$ cat src/rtl/riscv_pkg.sv
// Shared encodings for the RV32I memory/writeback stage: WBSel, funct3 widths, FSM states.
// Captured memory entry is a packed struct so the FSM can hold it as one register.
package riscv_pkg;

  localparam int XLEN = 32;

  typedef enum logic [1:0] {
    WB_MEM  = 2'b00,
    WB_ALU  = 2'b01,
    WB_PC4  = 2'b10,
    WB_ZERO = 2'b11
  } wb_sel_e;

  localparam logic [2:0] F3_B  = 3'b000;
  localparam logic [2:0] F3_H  = 3'b001;
  localparam logic [2:0] F3_W  = 3'b010;
  localparam logic [2:0] F3_BU = 3'b100;
  localparam logic [2:0] F3_HU = 3'b101;

  typedef enum logic [1:0] {
    IDLE = 2'd0,
    REQ  = 2'd1,
    WAIT = 2'd2
  } mem_state_t;

  typedef struct packed {
    logic [XLEN-1:0] addr;
    logic [XLEN-1:0] wdata;
    logic [4:0]      rd;
    logic            regwen;
    logic            store;
    logic [2:0]      funct3;
  } mem_op_t;

endpackage

$ cat src/rtl/lsu_align.sv
// Combinational byte-lane logic: misalign check on the incoming entry, store strobes/data and
// load extraction on the captured entry. Zero latency, no flow control.
module lsu_align
  import riscv_pkg::*;
(
  input  logic [1:0]      chk_lane,
  input  logic [2:0]      chk_funct3,
  output logic            misaligned,
  input  logic [1:0]      lane,
  input  logic [2:0]      funct3,
  input  logic [XLEN-1:0] st_data,
  input  logic [XLEN-1:0] rdata,
  output logic [3:0]      wstrb,
  output logic [XLEN-1:0] wdata,
  output logic [XLEN-1:0] ld_data
);

  logic [7:0]  ld_byte;
  logic [15:0] ld_half;

  always_comb begin
    misaligned = 1'b0;
    case (chk_funct3)
      F3_B, F3_BU: misaligned = 1'b0;
      F3_H, F3_HU: misaligned = chk_lane[0];
      default:     misaligned = |chk_lane;
    endcase
  end

  // Unlisted store widths fall through to a full word write.
  always_comb begin
    wstrb = 4'hF;
    wdata = st_data;
    case (funct3)
      F3_B: begin
        wstrb = 4'b0001 << lane;
        wdata = {4{st_data[7:0]}};
      end
      F3_H: begin
        wstrb = lane[1] ? 4'b1100 : 4'b0011;
        wdata = {2{st_data[15:0]}};
      end
      default: begin
        wstrb = 4'hF;
        wdata = st_data;
      end
    endcase
  end

  always_comb begin
    ld_byte = rdata[{lane, 3'b000} +: 8];
    ld_half = lane[1] ? rdata[31:16] : rdata[15:0];
    ld_data = rdata;
    case (funct3)
      F3_B:    ld_data = {{24{ld_byte[7]}}, ld_byte};
      F3_BU:   ld_data = {24'd0, ld_byte};
      F3_H:    ld_data = {{16{ld_half[15]}}, ld_half};
      F3_HU:   ld_data = {16'd0, ld_half};
      default: ld_data = rdata;
    endcase
  end

endmodule

$ cat src/rtl/mem_wb_stage.sv
// RV32I MEM/WB stage: non-memory ops retire 1 cycle after accept; loads/stores run a req/ready + rvalid
// access. stall_out holds upstream while an access is open and drops combinationally on the retiring cycle.
module mem_wb_stage
  import riscv_pkg::*;
#(
  parameter int XLEN        = 32,
  parameter bit WB_X0_GUARD = 1'b1
) (
  input  logic            clk,
  input  logic            reset,
  input  logic            valid_in,
  input  logic [XLEN-1:0] alu_result_in,
  input  logic [XLEN-1:0] DataB_in,
  input  logic [XLEN-1:0] pcPlus4_in,
  input  logic [4:0]      AddrD_in,
  input  logic            RegWEn_in,
  input  logic            MemRW_in,
  input  logic [1:0]      WBSel_in,
  input  logic [2:0]      funct3_in,
  output logic            stall_out,
  output logic            dmem_req,
  output logic            dmem_we,
  output logic [XLEN-1:0] dmem_addr,
  output logic [XLEN-1:0] dmem_wdata,
  output logic [3:0]      dmem_wstrb,
  input  logic            dmem_ready,
  input  logic            dmem_rvalid,
  input  logic [XLEN-1:0] dmem_rdata,
  output logic            RegWEn_out,
  output logic [4:0]      AddrD_out,
  output logic [XLEN-1:0] DataD_out,
  output logic            misalign_err
);

  mem_state_t      state_q, state_d;
  mem_op_t         cap_q, cap_d;
  logic            wb_we_q, wb_we_d;
  logic [4:0]      wb_rd_q, wb_rd_d;
  logic [XLEN-1:0] wb_data_q, wb_data_d;
  logic            pend_vld_q, pend_vld_d;
  logic [4:0]      pend_rd_q, pend_rd_d;
  logic [XLEN-1:0] pend_data_q, pend_data_d;
  logic            misalign_q, misalign_d;

  logic            in_store, in_load, in_mem, in_misaligned, in_we, cap_we, accept;
  logic [XLEN-1:0] in_wb_data;
  logic [3:0]      lsu_wstrb;
  logic [XLEN-1:0] lsu_wdata, lsu_ld_data;

  lsu_align u_lsu_align (
    .chk_lane   (alu_result_in[1:0]),
    .chk_funct3 (funct3_in),
    .misaligned (in_misaligned),
    .lane       (cap_q.addr[1:0]),
    .funct3     (cap_q.funct3),
    .st_data    (cap_q.wdata),
    .rdata      (dmem_rdata),
    .wstrb      (lsu_wstrb),
    .wdata      (lsu_wdata),
    .ld_data    (lsu_ld_data)
  );

  assign in_store = MemRW_in;
  assign in_load  = !MemRW_in && (WBSel_in == WB_MEM);
  assign in_mem   = in_store || in_load;
  assign in_we    = RegWEn_in && !(WB_X0_GUARD && (AddrD_in == 5'd0));
  assign cap_we   = cap_q.regwen && !(WB_X0_GUARD && (cap_q.rd == 5'd0));

  assign stall_out = ((state_q == REQ) && !(cap_q.store && dmem_ready)) ||
                     ((state_q == WAIT) && !dmem_rvalid);
  assign accept    = valid_in && !stall_out;

  always_comb begin
    in_wb_data = '0;
    case (WBSel_in)
      WB_ALU:  in_wb_data = alu_result_in;
      WB_PC4:  in_wb_data = pcPlus4_in;
      default: in_wb_data = '0;
    endcase
  end

  always_comb begin
    state_d     = state_q;
    cap_d       = cap_q;
    wb_we_d     = 1'b0;
    wb_rd_d     = wb_rd_q;
    wb_data_d   = wb_data_q;
    pend_vld_d  = pend_vld_q;
    pend_rd_d   = pend_rd_q;
    pend_data_d = pend_data_q;
    misalign_d  = 1'b0;

    case (state_q)
      REQ: begin
        if (dmem_ready) state_d = cap_q.store ? IDLE : WAIT;
      end
      WAIT: begin
        if (dmem_rvalid) begin
          state_d = IDLE;
          if (cap_we) begin
            wb_we_d   = 1'b1;
            wb_rd_d   = cap_q.rd;
            wb_data_d = lsu_ld_data;
          end
        end
      end
      default: ;
    endcase

    // A non-mem op accepted on the load's retiring edge is parked here and written one cycle later.
    if (pend_vld_q) begin
      wb_we_d    = 1'b1;
      wb_rd_d    = pend_rd_q;
      wb_data_d  = pend_data_q;
      pend_vld_d = 1'b0;
    end

    if (accept) begin
      if (in_mem) begin
        if (in_misaligned) begin
          misalign_d = 1'b1;
        end else begin
          cap_d.addr   = alu_result_in;
          cap_d.wdata  = DataB_in;
          cap_d.rd     = AddrD_in;
          cap_d.regwen = RegWEn_in;
          cap_d.store  = in_store;
          cap_d.funct3 = funct3_in;
          state_d      = REQ;
        end
      end else if (in_we) begin
        if (wb_we_d) begin
          pend_vld_d  = 1'b1;
          pend_rd_d   = AddrD_in;
          pend_data_d = in_wb_data;
        end else begin
          wb_we_d   = 1'b1;
          wb_rd_d   = AddrD_in;
          wb_data_d = in_wb_data;
        end
      end
    end
  end

  always_ff @(posedge clk or posedge reset) begin
    if (reset) begin
      state_q     <= IDLE;
      cap_q       <= '0;
      wb_we_q     <= 1'b0;
      wb_rd_q     <= '0;
      wb_data_q   <= '0;
      pend_vld_q  <= 1'b0;
      pend_rd_q   <= '0;
      pend_data_q <= '0;
      misalign_q  <= 1'b0;
    end else begin
      state_q     <= state_d;
      cap_q       <= cap_d;
      wb_we_q     <= wb_we_d;
      wb_rd_q     <= wb_rd_d;
      wb_data_q   <= wb_data_d;
      pend_vld_q  <= pend_vld_d;
      pend_rd_q   <= pend_rd_d;
      pend_data_q <= pend_data_d;
      misalign_q  <= misalign_d;
    end
  end

  assign dmem_req     = (state_q == REQ);
  assign dmem_we      = dmem_req && cap_q.store;
  assign dmem_addr    = dmem_req ? {cap_q.addr[XLEN-1:2], 2'b00} : '0;
  assign dmem_wdata   = dmem_we ? lsu_wdata : '0;
  assign dmem_wstrb   = dmem_we ? lsu_wstrb : 4'd0;

  assign RegWEn_out   = wb_we_q;
  assign AddrD_out    = wb_rd_q;
  assign DataD_out    = wb_data_q;
  assign misalign_err = misalign_q;

endmodule

$ cat config.mk
export PLATFORM = sky130hd
export DESIGN_NAME = mem_wb_stage
export DESIGN_NICKNAME = d
export VERILOG_FILES = /design/src/rtl/riscv_pkg.sv /design/src/rtl/lsu_align.sv /design/src/rtl/mem_wb_stage.sv
export SDC_FILE = /design/constraint.sdc
export NUM_CORES = 1
export LEC_CHECK = 0
export CORE_ASPECT_RATIO = 0.7
export CORE_MARGIN = 2
export CORE_UTILIZATION = 51
export DETAILED_ROUTE_END_ITERATION = 16
export PLACE_DENSITY = 0.86
export SLEW_MARGIN = 20
export SYNTH_ARGS = -nofsm -noshare
export SYNTH_HDL_FRONTEND = slang
export SYNTH_SLANG_ARGS = --single-unit
$ cat constraint.sdc
create_clock -name clk -period 10 [get_ports clk]
set_input_delay 2 -clock clk [delete_from_list [all_inputs] [get_ports clk]]
set_output_delay 2 -clock clk [all_outputs]
set_load 0.1 [all_outputs]
======== Word-level counts from Yosys, hierarchy flattened ========
Cells that the tools add are included.
word-level totals
  word-level logic and storage cells ...... 101
  memories kept ........................... 0
  ROM bits ................................ 0
  register bits ........................... 153
  bits in writable memories ............... 0
  output and inout bits ................... 110
  bits in latches ......................... 0
cells by class
  multiplexer cells ....................... 47
  bitwise operators ....................... 2
  add/subtract/negate cells ............... 0
  reductions and logical operators ........ 26
  order comparisons ....................... 0
  $mul .................................... 0
  divide/modulo/power cells ............... 0
  shifts and indexed selects .............. 2
  equality and inequality tests ........... 10
operator list
  operator                                              number
  2-to-1 mux 32 bit                                     10
  case mux 32 bit (2 select lines)                      2
  case mux 32 bit (4 select lines)                      1
  2-to-1 mux 5 bit                                      8
  indexed part select 32 x 6 -> 8 bit                   1
  2-to-1 mux 16 bit                                     1
  2-to-1 mux 1 bit                                      14
  equality test 3 bit (second input constant)           4
  2-to-1 mux 2 bit                                      6
  logical NOT 5 bit                                     2
  logical AND 1 bit                                     8
  2-to-1 mux 4 bit                                      2
  case mux 4 bit (2 select lines)                       1
  equality test 3 x 1 -> 1 bit (second input constant)  2
  logical NOT 1 bit                                     6
  logical NOT 3 bit                                     2
  OR reduction 2 bit                                    3
  equality test 2 x 1 -> 1 bit (second input constant)  2
  equality test 2 bit (second input constant)           2
  case mux 2 bit (2 select lines)                       1
  AND reduction 4 bit                                   1
  << shifter 1 x 2 -> 4 bit (first input constant)      1
  AND reduction 3 bit                                   1
  logical NOT 2 bit                                     1
  3 further kinds                                       5

======== Logic depth before layout (Yosys ltp) ========
Gate-level depths: netlist of run 1.
  word-level depth ........................ 11
  gate-level depth with buffers ........... 10

======== Hierarchy ========
Synthesis of run 1 repeated with hierarchy kept, for this count alone.
unflattened totals
  cells, all modules ...................... 851
  area total of the unflattened synthesis .. 8508.2 um2
modules (own cells, without submodules)
  module        area each (um2)  instances  cells an instance
  mem_wb_stage  7342.0           1          674
  lsu_align     1166.1           1          177

======== Worst setup path before layout of run 1 ========
Ideal clock, no wire load.
  kind .................................... reg2out
  start ................................... register state_q[1]
  end ..................................... output port dmem_wdata[24]
  stages on the path, launching flop included .. 6
  data required time ...................... 8000 ps
  path slack .............................. 4105 ps
  data arrival time ....................... 3895 ps
  cells stage by stage .................... dfrtp_1 > inv_1 > ha_1 > nand2_1 > clkbuf_1 > a211oi_1
between the ends
  longest elaborated chain between the ends .. 3
RTL lines
  element                       RTL line             RTL
  from (decl)                   mem_wb_stage.sv:35   mem_state_t state_q, state_d;
  from (signal assigned)        mem_wb_stage.sv:157  state_q <= state_d;
  equality test 2 x 1 -> 1 bit  mem_wb_stage.sv:169  assign dmem_req = (state_q == REQ);
  named net dmem_req            mem_wb_stage.sv:21   output logic dmem_req,
  logical AND 1 bit             mem_wb_stage.sv:170  assign dmem_we = dmem_req && cap_q.store;
  2-to-1 mux 32 bit             mem_wb_stage.sv:172  assign dmem_wdata = dmem_we ? lsu_wdata : '0;
  to (decl)                     mem_wb_stage.sv:24   output logic [XLEN-1:0] dmem_wdata,
The timed path passes the listed nets, and every way through them passes these cells.

======== Final worst setup path of run 1 ========
  start ................................... input port dmem_ready
  end ..................................... output port stall_out
between the ends
  longest elaborated chain between the ends .. 4
RTL lines
  element            RTL line            RTL
  from (decl)        mem_wb_stage.sv:26  input logic dmem_ready,
  logical AND 1 bit  mem_wb_stage.sv:69  assign stall_out = ((state_q == REQ) && !(cap_q.store && dmem_ready)) ||
  logical NOT 1 bit  mem_wb_stage.sv:69
  logical AND 1 bit  mem_wb_stage.sv:69
  logical OR 1 bit   mem_wb_stage.sv:69
  to (decl)          mem_wb_stage.sv:20  output logic stall_out,
Every way passes these cells.

==> flow_summary.yaml, run 1 <==
global_routing:
  antenna_found_initial: 1
  grt_pass1_vias: 7132
  grt_usage_pct: 30.2
  grt_pass1_wl_um: 39500
  grt_start_max_net_pins: 92
  grt_remaining_overflow: 0
cts:
  postCtsSetupRepairBufs: 0
  cts_hold_buf: 0
  root_buffer: "clkbuf_16"
  post_cts_resized: 0
  clock_sinks: 153
  path_clk_slew_ns: 0.07
  clock_latency_ns: 0.43
  cts_buffer_depth: 2
  htreeDepth: 4
  cts_tree: "done"
  cts_buffers: 17
floorplan:
  initial_utilization_pct: 52.4
  rows: 38
  core_mm2: 0.0156
  ios: 255
  die_w_um: 155
  dieArea_mm2: 0.0171
  die_h_um: 110
synth:
  synthesis.instances: 848
  mappedNetlistArea_mm2: 0.00818
  yosysUniqueCellTypes: 46
  ys_seq_elements: 153
  syn-mean-instance-area_um2: 9.65
  synth_edf_count: 0
  yosysSeqAreaShare_pct: 46.8
  yosysWarnings: 0
  ys.flop_type: "dfrtp_1"
  ys_async_sr_fraction_pct: 100
cells_and_area:
  final_nets: 1204
  stdcell_area_mm2: 0.0113
  area_growth_pct: 37.8
  final_common_cell: "clkdlybuf4s50_1"
  final_cell_mix: "clkdlybuf4s50_1, nand2_1, dfrtp_1"
  drive_above_1_share_pct: 13.0
  fin_util_pct: 72.3
  antenna_cells: 0
sta:
  fin_skew_ns: 0.0174
  drv_slew: 0
  setup-violations-final: 0
  hold_violations: 0
  fin_setup_tns_ns: 0
  tightest_slew_ns: 1.08
  maxSlewHeadroom_pct: 28.0
  fmax_mhz: 171
  finalCritPeriodShare_pct: 58.4
  layout_min_cycle_time_ns: 5.84
  holdWs_ns: 0.475
  rsz0062_at_grt: "no"
detailed_routing:
  routedWlPerCell_um: 20.2
  drtIter0Drc: 812
  num_vias: 7447
  drc_errors: 0
  ant_nets: 0
  wl_um: 25600
  dr.pass1.iters: 5
  viasPerCell: 5.88
power_and_ir_drop:
  p_leak_nw: 4.79
  p_per_area_mw_per_mm2: 375
  ir_drop_v: 0.000231
placed_design:
  gp_congestion: 0.912
  placed_cell_area_mm2: 0.0107
  hpwlAfterDp_um: 17600
  io_buffers: 252
job:
  cap_violations: 0
worst_setup_path:
  crit_arrival_ns: 3.84
  worst_setup_path_end_kind: "output port"
  cp.required_ns: 8.00
  worst_setup_path_start_kind: "input port"
  crit_fanout: 3
  path_class: "input port to output port"
worst_hold_path:
  min_path_type: "flip-flop to flip-flop"
status:
  status: "completed"
cell usage after synthesis (13+ instances only):
library cell / number / area [um2]
a21oi_1: 58 / 290
a22o_1: 34 / 298
dfrtp_1: 153 / 3830
and2_1: 30 / 188
buf_2: 22 / 110
mux2i_1: 19 / 190
clkbuf_1: 46 / 173
o21ai_0: 69 / 345
a31oi_1: 24 / 150
nand3_1: 13 / 65.1
a21o_1: 18 / 135
mux2_2: 78 / 878
nor2_1: 21 / 78.8
nand2_1: 156 / 586
worst max-delay path, stage by stage:
cell	delay (ns)
clkdlybuf4s50_1	0.45
a21bo_2	0.22
nand2_1	0.05
clkdlybuf4s50_1	1.12
area by class of cell:
type	count	area, um2
inverters	12	50.0
well taps	200	250
multi-input cells	607	3960
flip-flops and latches	153	3830
repair buffers	263	2610
clock inverters	15	151
fillers	1178	4330
clock buffers	17	425
stage by stage:
stage,instances,setup WS (ns),total power [W]
floorplan,849,3.88,0.00298
global placement,1235,4.17,0.00356
detailed placement,1235,4.16,0.00359
CTS,1267,4.16,0.00423
global route,1267,3.99,0.00440
finish,1267,4.16,0.00423
sequential cells by signal (all words and copies together), names as in the netlist, 2 cells and up:
| name | cells |
|---|---|
| cap_q | 74 |
| DataD_out | 32 |
| pend_data_q | 32 |
| AddrD_out | 5 |
| pend_rd_q | 5 |
| state_q | 2 |
power by group:
group	switching, W	internal, W
logic	0.00181	0.000714
clock network	0.000298	0.000333
registers	0.000217	0.000855
total	0.00232	0.00190
path summary, 6_finish.rpt:
kind | start | end | slack [ns] | cells past startpoint
max in group asynchronous | reset | DataD_out[10] | 6.57 | 3
min | pend_data_q[1] | pend_data_q[1] | 0.48 | 2
min reg2reg | pend_data_q[1] | pend_data_q[1] | 0.48 | 2
max reg2reg | cap_q[1] | DataD_out[28] | 7.02 | 5
min in group asynchronous | reset | AddrD_out[1] | 2.10 | 2
max | dmem_ready | stall_out | 4.16 | 4
logic make-up (layout without fill, tap and decap cells):
logic type	count (synthesis)	count (layout)	share of synthesized area (%)
buffers and inverters	89	307	4.97
AO/OA/AOI/OAI	256	256	20.5
adder cells (fa/ha/maj)	5	5	0.765
other	1	2	0.0458
multiplexers	99	99	13.6
AND/OR/NAND/NOR	245	245	13.3
flip-flops	153	153	46.8
layer usage:
metal | wire [um] | vias up | global-route usage (%) | part of all wire (%)
li1 | - | 3449 | - | -
met1 | 11200 | 3581 | 42.1 | 44
met2 | 11500 | 362 | 46.1 | 45
met3 | 2180 | 55 | 7.53 | 8.5
met4 | 751 | 0 | 10.7 | 2.9
met5 | 0 | - | 0 | 0
Note: power is estimated with default switching activity, not from simulation.
==> run 2: changes to the inputs <==
--- a/config.mk
+++ b/config.mk
@@ -7,9 +7,9 @@
 export LEC_CHECK = 0
 export CORE_ASPECT_RATIO = 0.7
 export CORE_MARGIN = 2
-export CORE_UTILIZATION = 51
+export CORE_UTILIZATION = 43
 export DETAILED_ROUTE_END_ITERATION = 16
-export PLACE_DENSITY = 0.86
+export PLACE_DENSITY = 0.78
 export SLEW_MARGIN = 20
 export SYNTH_ARGS = -nofsm -noshare
 export SYNTH_HDL_FRONTEND = slang
==> constraint.sdc (replaced) <==
create_clock -name clk -period 5.1 [get_ports clk]
set_input_delay 1.02 -clock clk [delete_from_list [all_inputs] [get_ports clk]]
set_output_delay 1.02 -clock clk [all_outputs]
set_load 0.1 [all_outputs]
==> run 2 against run 1 <==
Net effect:
- count of clock-buffer cells in the layout increased by 7
- clock skew decreased by 0.0091 ns
- via count decreased by 0.30%
- critical path depth increased by 2
- non-clock buffer count increased by 1
- clock power increased by 120%
- critical endpoint is now dmem_wdata[30]
- largest cell class unchanged
- largest power group unchanged
- highest routed layer unchanged
==> flow_summary.yaml, run 2 (same netlist as run 1, synthesis figures left out) <==
status:
  status: "completed"
detailed_routing:
  dr.pass1.iters: 7
  routedWlPerCell_um: 20.1
  drc_errors: 0
  num_vias: 7425
  viasPerCell: 5.67
  ant_nets: 0
  drtIter0Drc: 734
  wl_um: 26300
sta:
  hold_violations: 0
  maxSlewHeadroom_pct: 26.8
  layout_min_cycle_time_ns: 4.14
  finalCritPeriodShare_pct: 81.2
  fmax_mhz: 242
  tightest_slew_ns: 1.10
  setup-violations-final: 0
  rsz0062_at_grt: "no"
  fin_skew_ns: 0.00834
  drv_slew: 0
  fin_setup_tns_ns: 0
cts:
  postCtsSetupRepairBufs: 0
  root_buffer: "clkbuf_16"
  cts_buffers: 17
  cts_hold_buf: 0
  clock_latency_ns: 0.43
  cts_buffer_depth: 2
  cts_tree: "done"
  htreeDepth: 4
  post_cts_resized: 0
  clock_sinks: 153
  path_clk_slew_ns: 0.06
worst_setup_path:
  worst_setup_path_start_kind: "flip-flop"
  crit_arrival_ns: 3.12
  worst_setup_path_end_kind: "output port"
  crit_fanout: 33
  path_class: "flip-flop to output port"
  cp.required_ns: 4.08
cells_and_area:
  drive_above_1_share_pct: 18.9
  stdcell_area_mm2: 0.0114
  final_nets: 1205
  fillCellCount: 1539
  regMostFlops: "cap_q"
  largest_reg_flops: 74
  area_growth_pct: 39.5
  instances_no_fill: 1309
  final_cell_mix: "clkdlybuf4s50_1, nand2_1, dfrtp_1"
  antenna_cells: 0
  final_common_cell: "clkdlybuf4s50_1"
power_and_ir_drop:
  ir_drop_v: 0.000415
  p_leak_nw: 4.98
  p_per_area_mw_per_mm2: 746
  swShare_pct: 53.1
  p_total_w: 0.00851
  pwr-share-comb_pct: 59.2
  seq_power_share_pct: 24.5
  p_sw_w: 0.00452
  clock_power_share_pct: 16.3
  p_int_w: 0.00400
global_routing:
  grt_usage_pct: 26.2
  antenna_found_initial: 0
  grt_pass1_vias: 7257
  grt_start_max_net_pins: 154
  grt_pass1_wl_um: 40600
  grt_remaining_overflow: 0
floorplan:
  rows: 42
  initial_utilization_pct: 43.6
  ios: 255
  dieArea_mm2: 0.0202
  core_mm2: 0.0188
  die_h_um: 119
  die_w_um: 169
placed_design:
  placed_cell_area_mm2: 0.0108
  gp_congestion: 0.868
  place_inst: 1278
  io_buffers: 252
  hpwlAfterDp_um: 18300
worst_hold_path:
  min_path_type: "flip-flop to flip-flop"
job:
  cap_violations: 0
-- run 2: final timing paths --
check / to / cells past startpoint / start / slack (ns)
setup / recovery: dmem_wdata[30] / 6 / state_q[1] / 0.96
hold / removal: pend_data_q[3] / 2 / pend_data_q[3] / 0.48
setup reg to reg: pend_data_q[8] / 5 / cap_q[6] / 2.22
hold reg to reg: pend_data_q[3] / 2 / pend_data_q[3] / 0.48
max in group asynchronous: pend_data_q[19] / 3 / reset / 3.31
min in group asynchronous: cap_q[7] / 3 / reset / 1.20
-- run 2: metal layers --
layer	global-route usage [%]	vias to the layer above	routed length (um)
met2	39.5	329	11900
met1	36.3	3604	11500
met4	9.48	0	757
met5	0	-	0
met3	7.01	50	2190
li1	-	3442	-
-- run 2: final cells by class --
class	count	area [um2]	area share, %
multi-input cells	607	3960	34.7
flip-flops and latches	153	3830	33.6
repair buffers	264	2630	23.1
clock buffers	24	472	4.14
well taps	242	303	2.65
clock inverters	7	165	1.45
inverters	12	48.8	0.428
-- run 2: power by group through the flow --
stage | registers, W | clock network, W | logic (W)
final | 0.00208 | 0.00139 | 0.00504
after CTS | 0.00208 | 0.00140 | 0.00504
after detailed placement | 0.00209 | 0 | 0.00503
after global routing | 0.00215 | 0.00146 | 0.00525
after global placement | 0.00207 | 0 | 0.00499
after floorplan | 0.00294 | 0 | 0.00289
-- run 2: metrics by stage --
stage	worst slack (ns)	utilization [%]	hold WS, ns
2_1_floorplan	0.185	-	0.445
3_3_place_gp	1.20	57.4	0.457
3_5_place_dp	1.10	57.4	0.466
4_1_cts	0.957	60.8	0.478
5_1_grt	0.688	60.8	0.505
6_report	0.960	60.8	0.476
-- run 2: worst max-delay path, stage by stage, from the launching register on --
cell and delay, ns:
dfrtp_1 0.39, inv_1 0.07, ha_1 0.33, buf_4 0.41
nand2_1 0.65, a211oi_1 0.60, buf_12 0.24
==> run 3: changes to the inputs <==
==> constraint.sdc (replaced) <==
create_clock -name clk -period 3.31 [get_ports clk]
set_input_delay 0.662 -clock clk [delete_from_list [all_inputs] [get_ports clk]]
set_output_delay 0.662 -clock clk [all_outputs]
set_load 0.1 [all_outputs]
==> run 3 against run 2 <==
Net effect:
- critical path depth unchanged
- cell count increased by 0.84%
- combinational power increased by 62%
- non-clock buffer count increased by 9
- hold slack improved by 0.0077 ns
- via count about the same
- critical endpoint is now dmem_wstrb[3]
- highest routed layer unchanged
==> flow_summary.yaml, run 3 (same netlist as run 1, synthesis figures left out) <==
status:
  status: "completed"
power_and_ir_drop:
  pwr-share-comb_pct: 61.2
  ir_drop_v: 0.000622
  p_leak_nw: 5.10
  p_int_w: 0.00603
  swShare_pct: 54.7
  p_per_area_mw_per_mm2: 1140
  p_sw_w: 0.00727
  p_total_w: 0.0133
  seq_power_share_pct: 24.0
  clock_power_share_pct: 14.8
sta:
  finalCritPeriodShare_pct: 87.5
  maxSlewHeadroom_pct: 35.1
  layout_min_cycle_time_ns: 2.90
  setup-violations-final: 0
  drv_slew: 0
  hold_violations: 0
  tightest_slew_ns: 0.972
  fin_skew_ns: 0.0111
  rsz0062_at_grt: "no"
  fmax_mhz: 345
cts:
  cts_buffer_depth: 2
  htreeDepth: 4
  path_clk_slew_ns: 0.07
  cts_buffers: 17
  cts_tree: "done"
  post_cts_resized: 0
  clock_latency_ns: 0.43
  root_buffer: "clkbuf_16"
  cts_hold_buf: 0
  postCtsSetupRepairBufs: 0
  clock_sinks: 153
detailed_routing:
  wl_um: 26700
  dr.pass1.iters: 8
  viasPerCell: 5.62
  drtIter0Drc: 759
  drc_errors: 0
  num_vias: 7424
  routedWlPerCell_um: 20.2
  ant_nets: 0
cells_and_area:
  regArea_mm2: 0.00383
  fillCellCount: 1535
  drive_above_1_share_pct: 26.0
  regMostFlops: "cap_q"
  final_cell_mix: "nand2_1, dfrtp_1, clkdlybuf4s50_1"
  multi_input_area_mm2: 0.00411
  largest_reg_flops: 74
  area_growth_pct: 43.1
  final_common_cell: "nand2_1"
  instances_no_fill: 1320
  final_nets: 1214
placed_design:
  place_inst: 1287
  io_buffers: 252
  gp_congestion: 0.854
  hpwlAfterDp_um: 19000
worst_setup_path:
  ff2ff_setup_slack_ns: 0.99
  timing.rr.end: "cap_q[48]"
  crit_start: "state_q[1]"
  crit_fanout: 19
  rr_startpoint: "state_q[1]"
  r2r_cells: 7
  worst_setup_path_start_kind: "flip-flop"
  cp.required_ns: 2.65
  worst_setup_path_end_kind: "output port"
  crit_arrival_ns: 2.23
  path_class: "flip-flop to output port"
global_routing:
  grt_start_max_net_pins: 154
  grt_pass1_vias: 7397
  antenna_found_initial: 1
  grt_usage_pct: 26.6
  grt_pass1_wl_um: 41500
  grt_remaining_overflow: 0
floorplan:
  die_h_um: 119
  die_w_um: 169
  rows: 42
  ios: 255
  dieArea_mm2: 0.0202
  initial_utilization_pct: 43.6
  core_mm2: 0.0188
job:
  cap_violations: 0
worst_hold_path:
  hold_end: "pend_data_q[2]"
  min_delay_path_depth: 2
  min-delay-start: "pend_data_q[2]"
  min_path_type: "flip-flop to flip-flop"
run 3: cell count changes in the layout (fill, tap and decap cells not counted), moves of 4 or more:
cell	change
inv_8	+4
buf_12	+18
buf_4	+31
a21oi_1	-17
bufinv_16	-4
clkdlybuf4s50_1	-40
a21oi_2	+8
a21oi_4	+9
clkbuf_1	-5
run 3: per-layer routing:
layer / wire length [um] / GRT usage (%) / vias to the layer above
met1: 11900 / 37.1 / 3620
li1: - / - / 3460
met3: 2150 / 7.71 / 43
met5: 0 / 0 / -
met4: 705 / 8.41 / 0
met2: 11900 / 40.2 / 301
run 3: worst max-delay path: stages (launching register included):
cell	delay, ns
dfrtp_1	0.40
inv_1	0.06
ha_2	0.20
nand2_2	0.34
buf_4	0.34
a21oi_1	0.24
buf_12	0.21
run 3: worst max-delay path by stage:
stage	to	slack [ns]	depth (start not counted)
finish	dmem_wstrb[3]	0.41	6
global route	dmem_wstrb[3]	0.32	4
CTS	dmem_wdata[12]	0.39	4
detailed placement	DataD_out[0]	0.38	7
global placement	AddrD_out[0]	0.44	7
floorplan	dmem_wdata[24]	-0.91	5
run 3: power by group through the flow:
stage                     clock network [W]  logic, W  registers, W
after floorplan                           0   0.00461       0.00454
after global placement                    0   0.00805       0.00318
after detailed placement                  0   0.00813       0.00321
after CTS                           0.00200   0.00815       0.00319
after global routing                0.00210   0.00846       0.00328
final                               0.00197   0.00814       0.00319
run 3: cell type report:
class,instances,area share [%]
well taps,242,2.59
clock inverters,14,1.35
multi-input cells,607,35.1
clock buffers,18,3.75
inverters,12,0.417
diodes,1,0.0214
repair buffers,273,24.1
flip-flops and latches,153,32.7
run 3: stage by stage:
stage,TNS [ns],instance area (um2),util (%),setup slack (ns),hold WS [ns]
floorplan,-7.49,8330,-,-0.907,0.445
global placement,0,11100,59.2,0.443,0.457
detailed placement,0,11100,59.2,0.380,0.471
CTS,0,11700,62.4,0.391,0.485
global route,0,11700,62.4,0.319,0.512
finish,0,11700,62.4,0.415,0.483
